## config.mk

```make
export PLATFORM = sky130hd
export DESIGN_NAME = multicycle_controller
export DESIGN_NICKNAME = d
export VERILOG_FILES = /design/src/rtl/multicycle_controller.sv
export SDC_FILE = /design/constraint.sdc
export NUM_CORES = 1
export LEC_CHECK = 0
export BUFFER_PORTS_ARGS = -buffer_cell sky130_fd_sc_hd__clkbuf_2
export CAP_MARGIN = 30
export CORE_MARGIN = 3
export CORE_UTILIZATION = 47
export DETAILED_ROUTE_END_ITERATION = 8
export MAX_ROUTING_LAYER = met4
export PLACE_DENSITY_LB_ADDON = 0.12
export SYNTH_ARGS = -nofsm -noshare
export SYNTH_HDL_FRONTEND = slang
export SYNTH_SLANG_ARGS = --single-unit
export TNS_END_PERCENT = 30
```

## constraint.sdc

```tcl
create_clock -name clk -period 2.25 [get_ports clk]
set_input_delay 0.1125 -clock clk [delete_from_list [all_inputs] [get_ports clk]]
set_output_delay 0.1125 -clock clk [all_outputs]
set_load 0.01 [all_outputs]
```

## src/rtl/multicycle_controller.sv

```systemverilog
// multicycle_controller
//   Sequencing controller for the multicycle RV32I core. A Moore FSM steps the
//   shared datapath through fetch/decode/execute/memory/writeback, drives the
//   datapath selects and write strobes, and feeds alu_decoder for ALUControl.
//
// Ports
//   clk, reset                  core clock, async active-high reset
//   op, funct3, funct7          instruction fields from IR
//   Zero                        ALU zero flag (branch resolution)
//   mem_ready                   memory completes the current access this cycle
//   PCWrite, IRWrite, RegWrite,
//   MemWrite                    write strobes (forced low during reset)
//   AdrSrc, ResultSrc, ALUSrcA,
//   ALUSrcB                     datapath selects, decoded from state
//   ImmSrc                      immediate format, decoded from op
//   ALUControl, shift           from alu_decoder
//   instr_retired               pulse on the last cycle of each instruction
//   illegal_instr               sticky, set on entering TRAP

package multicycle_pkg;

  typedef enum logic [6:0] {
    OP_LOAD   = 7'b0000011,
    OP_ITYPE  = 7'b0010011,
    OP_AUIPC  = 7'b0010111,
    OP_STORE  = 7'b0100011,
    OP_RTYPE  = 7'b0110011,
    OP_LUI    = 7'b0110111,
    OP_BRANCH = 7'b1100011,
    OP_JALR   = 7'b1100111,
    OP_JAL    = 7'b1101111
  } opcode_e;

  typedef enum logic [2:0] {
    F3_ADD_BEQ = 3'b000,
    F3_SLL_BNE = 3'b001,
    F3_SLT     = 3'b010,
    F3_SLTU    = 3'b011,
    F3_XOR     = 3'b100,
    F3_SR      = 3'b101,
    F3_OR      = 3'b110,
    F3_AND     = 3'b111
  } funct3_e;

  typedef enum logic [6:0] {
    F7_BASE = 7'b0000000,
    F7_ALT  = 7'b0100000
  } funct7_e;

  typedef enum logic [3:0] {
    ALU_ADD  = 4'd0,
    ALU_SUB  = 4'd1,
    ALU_AND  = 4'd2,
    ALU_OR   = 4'd3,
    ALU_XOR  = 4'd4,
    ALU_SLT  = 4'd5,
    ALU_SLTU = 4'd6,
    ALU_SLL  = 4'd7,
    ALU_SRL  = 4'd8,
    ALU_SRA  = 4'd9
  } aluop_e;

endpackage

// alu_decoder
//   Maps ALUOp (00 add, 01 sub, 10 funct-decoded) plus instruction fields to
//   an ALU operation. shift flags the three shift operations.
module alu_decoder
  import multicycle_pkg::*;
(
  input  logic [1:0] alu_op,
  input  opcode_e    op,
  input  funct3_e    funct3,
  input  funct7_e    funct7,
  output aluop_e     alu_control,
  output logic       shift
);

  always_comb begin
    alu_control = ALU_ADD;
    case (alu_op)
      2'b00: alu_control = ALU_ADD;
      2'b01: alu_control = ALU_SUB;
      2'b10: begin
        case (funct3)
          // funct7 only selects sub for register-register ops; addi has an
          // immediate in those bits
          F3_ADD_BEQ: alu_control = (op == OP_RTYPE && funct7 == F7_ALT) ? ALU_SUB : ALU_ADD;
          F3_SLL_BNE: alu_control = ALU_SLL;
          F3_SLT:     alu_control = ALU_SLT;
          F3_SLTU:    alu_control = ALU_SLTU;
          F3_XOR:     alu_control = ALU_XOR;
          F3_SR:      alu_control = (funct7 == F7_ALT) ? ALU_SRA : ALU_SRL;
          F3_OR:      alu_control = ALU_OR;
          F3_AND:     alu_control = ALU_AND;
          default:    alu_control = ALU_ADD;
        endcase
      end
      default: alu_control = ALU_ADD;
    endcase
  end

  assign shift = (alu_control == ALU_SLL) || (alu_control == ALU_SRL) ||
                 (alu_control == ALU_SRA);

endmodule

// state      | meaning
// -----------+-----------------------------------------------------------
// S_FETCH    | read IR at PC, PC <= PC+4 when memory is ready
// S_DECODE   | ALUOut <= OldPC + imm (branch target), dispatch on op
// S_MEMADR   | ALUOut <= A + imm (load/store address)
// S_MEMREAD  | read memory at ALUOut, wait for mem_ready
// S_MEMWB    | rd <= Data
// S_MEMWRITE | write memory at ALUOut, held until mem_ready
// S_EXECR    | ALUOut <= A op WriteData
// S_EXECI    | ALUOut <= A op imm
// S_EXECLUI  | ALUOut <= 0 + imm
// S_ALUWB    | rd <= ALUOut
// S_BRANCH   | compare A/WriteData, PC <= target when taken
// S_JAL      | PC <= target, ALUOut <= OldPC + 4
// S_TRAP     | unsupported instruction, held until reset
module multicycle_controller
  import multicycle_pkg::*;
(
  input  logic       clk,
  input  logic       reset,
  input  opcode_e    op,
  input  funct3_e    funct3,
  input  funct7_e    funct7,
  input  logic       Zero,
  input  logic       mem_ready,
  output logic       PCWrite,
  output logic       AdrSrc,
  output logic       MemWrite,
  output logic       IRWrite,
  output logic       RegWrite,
  output logic [1:0] ResultSrc,
  output logic [1:0] ALUSrcA,
  output logic [1:0] ALUSrcB,
  output logic [2:0] ImmSrc,
  output aluop_e     ALUControl,
  output logic       shift,
  output logic       instr_retired,
  output logic       illegal_instr
);

  typedef enum logic [3:0] {
    S_FETCH, S_DECODE, S_MEMADR, S_MEMREAD, S_MEMWB, S_MEMWRITE,
    S_EXECR, S_EXECI, S_EXECLUI, S_ALUWB, S_BRANCH, S_JAL, S_TRAP
  } state_e;

  state_e     state;
  logic [1:0] alu_op;
  logic       branch_legal;
  logic       branch_taken;
  logic       pc_write_raw;
  logic       ir_write_raw;
  logic       reg_write_raw;
  logic       mem_write_raw;
  logic       retire_raw;

  assign branch_legal = (funct3 == F3_ADD_BEQ) || (funct3 == F3_SLL_BNE);
  assign branch_taken = (funct3 == F3_ADD_BEQ) ? Zero : ~Zero;

  always_ff @(posedge clk or posedge reset) begin
    if (reset) begin
      state         <= S_FETCH;
      illegal_instr <= 1'b0;
    end else begin
      case (state)
        S_FETCH:
          if (mem_ready) state <= S_DECODE;
        S_DECODE: begin
          case (op)
            OP_LOAD, OP_STORE: state <= S_MEMADR;
            OP_RTYPE:          state <= S_EXECR;
            OP_ITYPE:          state <= S_EXECI;
            OP_LUI:            state <= S_EXECLUI;
            OP_BRANCH:         state <= S_BRANCH;
            OP_JAL:            state <= S_JAL;
            default: begin
              state         <= S_TRAP;
              illegal_instr <= 1'b1;
            end
          endcase
        end
        S_MEMADR: begin
          if (op == OP_LOAD) begin
            state <= S_MEMREAD;
          end else if (op == OP_STORE) begin
            state <= S_MEMWRITE;
          end else begin
            // IR cannot change here; guards against a corrupted op only
            state         <= S_TRAP;
            illegal_instr <= 1'b1;
          end
        end
        S_MEMREAD:
          if (mem_ready) state <= S_MEMWB;
        S_MEMWB:
          state <= S_FETCH;
        S_MEMWRITE:
          if (mem_ready) state <= S_FETCH;
        S_EXECR, S_EXECI, S_EXECLUI:
          state <= S_ALUWB;
        S_ALUWB:
          state <= S_FETCH;
        S_BRANCH: begin
          if (branch_legal) begin
            state <= S_FETCH;
          end else begin
            state         <= S_TRAP;
            illegal_instr <= 1'b1;
          end
        end
        S_JAL:
          state <= S_ALUWB;
        S_TRAP:
          state <= S_TRAP;
        default:
          state <= S_FETCH;
      endcase
    end
  end

  always_comb begin
    pc_write_raw  = 1'b0;
    ir_write_raw  = 1'b0;
    reg_write_raw = 1'b0;
    mem_write_raw = 1'b0;
    retire_raw    = 1'b0;
    AdrSrc        = 1'b0;
    ResultSrc     = 2'b00;
    ALUSrcA       = 2'b00;
    ALUSrcB       = 2'b00;
    alu_op        = 2'b00;
    case (state)
      S_FETCH: begin
        ResultSrc    = 2'b10;
        ALUSrcB      = 2'b10;
        ir_write_raw = mem_ready;
        pc_write_raw = mem_ready;
      end
      S_DECODE: begin
        ALUSrcA = 2'b01;
        ALUSrcB = 2'b01;
      end
      S_MEMADR: begin
        ALUSrcA = 2'b10;
        ALUSrcB = 2'b01;
      end
      S_MEMREAD: begin
        AdrSrc = 1'b1;
      end
      S_MEMWB: begin
        ResultSrc     = 2'b01;
        reg_write_raw = 1'b1;
        retire_raw    = 1'b1;
      end
      S_MEMWRITE: begin
        AdrSrc        = 1'b1;
        mem_write_raw = 1'b1;
        retire_raw    = mem_ready;
      end
      S_EXECR: begin
        ALUSrcA = 2'b10;
        ALUSrcB = 2'b00;
        alu_op  = 2'b10;
      end
      S_EXECI: begin
        ALUSrcA = 2'b10;
        ALUSrcB = 2'b01;
        alu_op  = 2'b10;
      end
      S_EXECLUI: begin
        ALUSrcA = 2'b11;
        ALUSrcB = 2'b01;
      end
      S_ALUWB: begin
        reg_write_raw = 1'b1;
        retire_raw    = 1'b1;
      end
      S_BRANCH: begin
        ALUSrcA      = 2'b10;
        ALUSrcB      = 2'b00;
        alu_op       = 2'b01;
        pc_write_raw = branch_legal & branch_taken;
        retire_raw   = branch_legal;
      end
      S_JAL: begin
        ALUSrcA      = 2'b01;
        ALUSrcB      = 2'b10;
        pc_write_raw = 1'b1;
      end
      default: ;
    endcase
  end

  // Strobes are gated by reset itself so they drop the moment reset rises,
  // even mid-stall, rather than waiting for the state register.
  assign PCWrite       = pc_write_raw  & ~reset;
  assign IRWrite       = ir_write_raw  & ~reset;
  assign RegWrite      = reg_write_raw & ~reset;
  assign MemWrite      = mem_write_raw & ~reset;
  assign instr_retired = retire_raw    & ~reset;

  always_comb begin
    ImmSrc = 3'b000;
    case (op)
      OP_LOAD, OP_ITYPE, OP_JALR: ImmSrc = 3'b000;
      OP_STORE:                   ImmSrc = 3'b001;
      OP_BRANCH:                  ImmSrc = 3'b010;
      OP_JAL:                     ImmSrc = 3'b011;
      OP_LUI, OP_AUIPC:           ImmSrc = 3'b100;
      default:                    ImmSrc = 3'b000;
    endcase
  end

  alu_decoder u_alu_decoder (
    .alu_op      (alu_op),
    .op          (op),
    .funct3      (funct3),
    .funct7      (funct7),
    .alu_control (ALUControl),
    .shift       (shift)
  );

endmodule

```

# Word level (Yosys, flattened, before mapping)
# Cells that the tools add are included.
# op_classes
mul,0
div,0
bitwise,8
add_sub_neg,0
eq_ne,40
magnitude_cmp,0
mux,29
shifts,0
reduce_logical,20
# ops
operator,count
4-bit one-hot mux with 8 select lines,2
"4-bit equality test, second input constant",7
"7-bit by 6-bit equality test with 1-bit output, second input constant",4
4-bit 2-to-1 mux,6
4-bit one-hot mux with 6 select lines,1
"4-bit by 3-bit equality test with 1-bit output, second input constant",5
"7-bit by 5-bit equality test with 1-bit output, second input constant",2
"7-bit equality test, second input constant",2
"2-bit != test, second input constant",7
2-bit OR reduction,7
"3-bit equality test, second input constant",4
2-bit one-hot mux with 2 select lines,3
3-bit one-hot mux with 4 select lines,1
4-bit OR reduction,3
1-bit 2-to-1 mux,11
1-bit one-hot mux with 3 select lines,3
"4-bit by 2-bit equality test with 1-bit output, second input constant",2
4-bit one-hot mux with 2 select lines,1
"7-bit by 2-bit equality test with 1-bit output, second input constant",1
7-bit OR reduction,1
1-bit bitwise AND,6
"3-bit by 2-bit equality test with 1-bit output, second input constant",2
2-bit one-hot mux with 3 select lines,1
5-bit AND reduction,1
other kinds (11),14
# word_totals
output_inout_bits,21
rom_bits,0
mem_count,0
latch_bits,0
wordCells,99
reg_bits,5
mem_bits_rw,0
in_bits,21

# Depth between registers and ports, before layout
# logic_depth
word_depth,8
ltp_mapped,8
mapped_depth_nobuf,7

# Cells and area by module
# Synthesis repeated with hierarchy kept, for this count alone.
# hier_totals
cells_unflattened,142
area_unflattened_um2,998.5
# modules_own_cells
mod,n_inst,area_per_inst_um2,cells_each,seq_area_each_um2
multicycle_controller,1,807.0,118,125.1
alu_decoder,1,191.4,24,0.0

# Worst setup path after synthesis
# No wires, ideal clock.
# synth_path
kind,register to output
from,register state[2]
to,output ALUControl[3]
path_stages_with_launch,9
path_buffers,2
slack_ns,0.388
arrival_time_ns,1.750
cell_sequence,dfrtp_1 > clkbuf_1 > clkbuf_1 > nand2_1 > inv_1 > ha_1 > nor2b_1 > nand2_1 > nor3b_1
# synth_via
elab_chain_len,5
word_cells_on_any_way,8
# synth_rtl
item,line_no,source
"start, declared",153,state_e state;
"start signal, assigned",168,state <= S_FETCH;
"start signal, assigned",173,if (mem_ready) state <= S_DECODE;
"start signal, assigned",176,"OP_LOAD, OP_STORE: state <= S_MEMADR;"
4-bit by 3-bit equality test with 1-bit output,238,case (state)
2-bit OR reduction (no line),--,
2-bit one-hot mux with 2 select lines (*),238,
2-bit equality test or 2-bit by 1-bit equality test with 1-bit output (tied branches),81,case (alu_op)
4-bit one-hot mux with 2 select lines (*),81,
"end, declared",142,"output aluop_e ALUControl,"
# Every way passes the cells marked *; elsewhere a longest branch is shown, timed or not.

# Worst setup path after layout
# layout_path
from,register state[1]
to,output ALUControl[0]
# Same word-level chain as after synthesis.

==> impl_metrics.py <==
metrics = {
    "sta": {
        "max_slew_margin_pct": 67.2,
        "rsz0062_at_grt": "no",
        "clock_skew_ns": 0.00595,
        "period_needed_ns": 2.09,
        "finalMaxSlewViolations": 0,
        "finalWorstSetupSlack_ns": 0.156,
        "whs_ns": 0.263,
        "final-hold-violation-count": 0,
        "max_freq_mhz": 477,
        "fin_crit_sh_pct": 93.1,
        "fin_tns_setup_ns": 0,
        "setup_viol": 0,
        "tightest_slew_ns": 0.485,
    },
    "finish": {
        "layout-drive-gt1-share_pct": 27.4,
        "antenna-diode-count": 0,
        "nets": 210,
        "area_growth_pct": 30.0,
    },
    "critical_path": {
        "worstReg2RegEnd": "illegal_instr$_DFFE_PP0P_",
        "reg2reg_slack_ns": 0.51,
        "cp.required_ns": 2.14,
        "worstRegToRegCells": 5,
        "end_kind": "output pin",
        "cp-start-kind": "flip-flop",
        "worstSetupPathType": "flip-flop to output pin",
        "timing.rr.start": "state[1]$_DFFE_PP0P_",
        "cp_data_arrival_time_ns": 1.98,
        "cp_max_fo": 4,
    },
    "floorplan": {
        "initial_utilization_pct": 52.0,
        "dieArea_mm2": 0.00259,
        "io_pins": 42,
        "die_w_um": 50.9,
        "die_h_um": 50.9,
        "core_area_mm2": 0.00182,
        "num_rows": 15,
    },
    "pwr": {
        "power.share.clock_pct": 11.4,
        "comb_power_share_pct": 72.6,
        "total_leakage_power_nw": 0.563,
        "power_switching_uw": 472,
        "p_int_uw": 466,
        "peakVddDrop_mv": 0.374,
        "power.density_mw_per_mm2": 763,
        "p_seq_share_pct": 16.0,
        "swShare_pct": 50.3,
    },
    "clock_tree": {
        "cts_setup_buffers": 0,
        "cts.path.max_buffers": 2,
        "clkSlewWorstSetupHoldPaths_ns": 0.05,
        "clock-sinks": 5,
        "clock_latency_ns": 0.25,
        "cts_root_buf": "clkbuf_4",
        "cts-buffers-inserted": 3,
        "cts_tree": "built",
        "htreeDepth": 1,
    },
    "yosys": {
        "syn_inst": 145,
        "ys_seq_elements": 5,
        "yosysWarnings": 0,
        "yosysUniqueCellTypes": 46,
        "synth_area_um2": 946,
        "synth_edf_count": 0,
        "synth_nets": 168,
        "ys_seq_area_share_pct": 13.2,
        "synthArstFlopShare_pct": 100,
        "avgSynthCellArea_um2": 6.52,
        "ys.flop_type": "dfrtp_1",
    },
    "run_status": {
        "status": "finished clean",
    },
    "global_route": {
        "grt_max_degree": 23,
        "grt_pass1_vias": 1167,
        "grt.total_usage_pct": 23.6,
        "grt_overflow": 0,
        "grt_pass1_wl_mm": 4.71,
        "antenna_found_initial": 0,
    },
    "routing": {
        "initialDrtViolationCount": 44,
        "vias_per_cell": 5.97,
        "drc": 0,
        "wl_per_cell_um": 13.6,
        "vias": 1260,
        "dr.pass1.iters": 4,
        "routed_wl_mm": 2.87,
        "postRouteAntennaNets": 0,
    },
    "min_path": {
        "worstHoldStart": "op[0]",
        "whs_path_depth": 4,
        "hold_path_end": "illegal_instr$_DFFE_PP0P_",
        "hold_class": "input pin to flip-flop",
    },
    "job": {
        "cap_viol_max_count": 0,
    },
    "placed_design": {
        "io_buffers": 41,
        "dpl.hpwl_mm": 2.24,
        "dpl_worst_slack_ns": 0.395,
        "gp_congestion": 0.954,
    },
}
==> worst max-delay path by stage <==
| stage | slack (ns) | depth (start not counted) | endpoint | start |
|---|---|---|---|---|
| floorplan | 0.39 | 8 | ALUControl[3] | state[2]$_DFFE_PP0P_ |
| global placement | 0.49 | 5 | ALUControl[0] | state[2]$_DFFE_PP0P_ |
| detailed placement | 0.40 | 5 | ALUControl[0] | state[2]$_DFFE_PP0P_ |
| CTS | 0.13 | 5 | ALUControl[0] | state[2]$_DFFE_PP0P_ |
| global route | 0.03 | 8 | ALUControl[3] | state[3]$_DFFE_PP0P_ |
| finish | 0.16 | 7 | ALUControl[0] | state[1]$_DFFE_PP0P_ |
==> timing repair <==
action	CTS	global route
setup endpoints to repair	0	1
hold endpoints to repair	5	0
resized for setup	0	1
hold buffers	1	0
==> sequential cells by signal, summed over array words and instances, names as in the netlist <==
signal and count:
illegal_instr 1, state 4
==> critical path, cell delays in order (launching register included) <==
cell and delay (ns):
dfrtp_1 0.40, nor2b_1 0.26, nand2_1 0.14, inv_1 0.09
ha_1 0.25, nand2b_1 0.19, o32ai_1 0.23, clkbuf_2 0.18
==> power groups by stage <==
stage / logic (mW) / registers (mW) / clock network [mW]
finish: 0.681 / 0.150 / 0.107
global route: 0.757 / 0.152 / 0.115
CTS: 0.672 / 0.142 / 0.107
detailed placement: 0.666 / 0.143 / 0
global placement: 0.649 / 0.143 / 0
floorplan: 0.465 / 0.126 / 0
==> synthesized netlist by cell type, drive strengths merged (4+ instances only) <==
cell	count	area [um2]
nor2	18	67.6
nand2	12	45.0
o21ai	11	55.1
a21oi	8	40.0
clkbuf	8	30.0
inv	8	30.0
nor2b	7	43.8
dfrtp	5	125
nand3	5	25.0
or3	5	31.3
a31oi	4	25.0
and3	4	25.0
nand2b	4	25.0
nor3b	4	30.0
o21bai	4	30.0
==> cells in the final DEF, fill, tap and decap left out, drive strengths merged, types with 2 or more instances in the layout <==
cell type	netlist	layout
dfrtp	5	5
o21bai	4	4
a31oi	4	4
xnor2	2	2
inv	8	8
nor3b	4	4
o21ai	11	11
a21oi	8	8
o211ai	2	2
and2	2	2
nor3	2	2
nand2	12	12
ha	2	2
o21a	2	2
or3	5	5
nand3b	2	2
clkbuf	8	45
nor2	18	18
buf	1	4
nor4	2	2
nor2b	7	7
nand3	5	5
and3	4	4
nand2b	4	4
==> cells by family (layout without fill, tap and decap cells) <==
group	after synthesis	in the layout	share of synthesized area, %
simple gates	72	72	41.5
compound gates	45	45	31.9
buf+inv	17	58	6.88
flops	5	5	13.2
xor+xnor	3	3	2.78
fa+ha+maj	2	2	2.65
mux	1	1	1.06
==> per-layer routing <==
| metal | up-vias | share of wire (%) | GRT usage, % | wire length (um) |
|---|---|---|---|---|
| li1 | 610 | - | - | - |
| met1 | 573 | 42 | 25.5 | 1200 |
| met2 | 66 | 49 | 43.5 | 1400 |
| met3 | 11 | 6.8 | 1.75 | 194 |
| met4 | 0 | 2.8 | 11.7 | 79 |
| met5 | - | 0 | - | 0 |
==> per-stage QoR <==
step	power, mW	util (%)	area, um2	instances
2_1_floorplan	0.591	-	946	145
3_3_place_gp	0.791	64.7	1180	206
3_5_place_dp	0.809	64.7	1180	206
4_1_cts	0.922	66.7	1210	211
5_1_grt	1.02	67.6	1230	211
6_report	0.938	67.6	1230	211
==> cell type report <==
class / count / area, um2
Clock buffer: 4 / 26.3
Fill cell: 173 / 591
Inverter: 8 / 30.0
Multi-Input combinational cell: 123 / 772
Sequential cell: 5 / 125
Tap cell: 25 / 31.3
Timing Repair Buffer: 46 / 245
No activity file was read; power rests on OpenSTA's default activity.
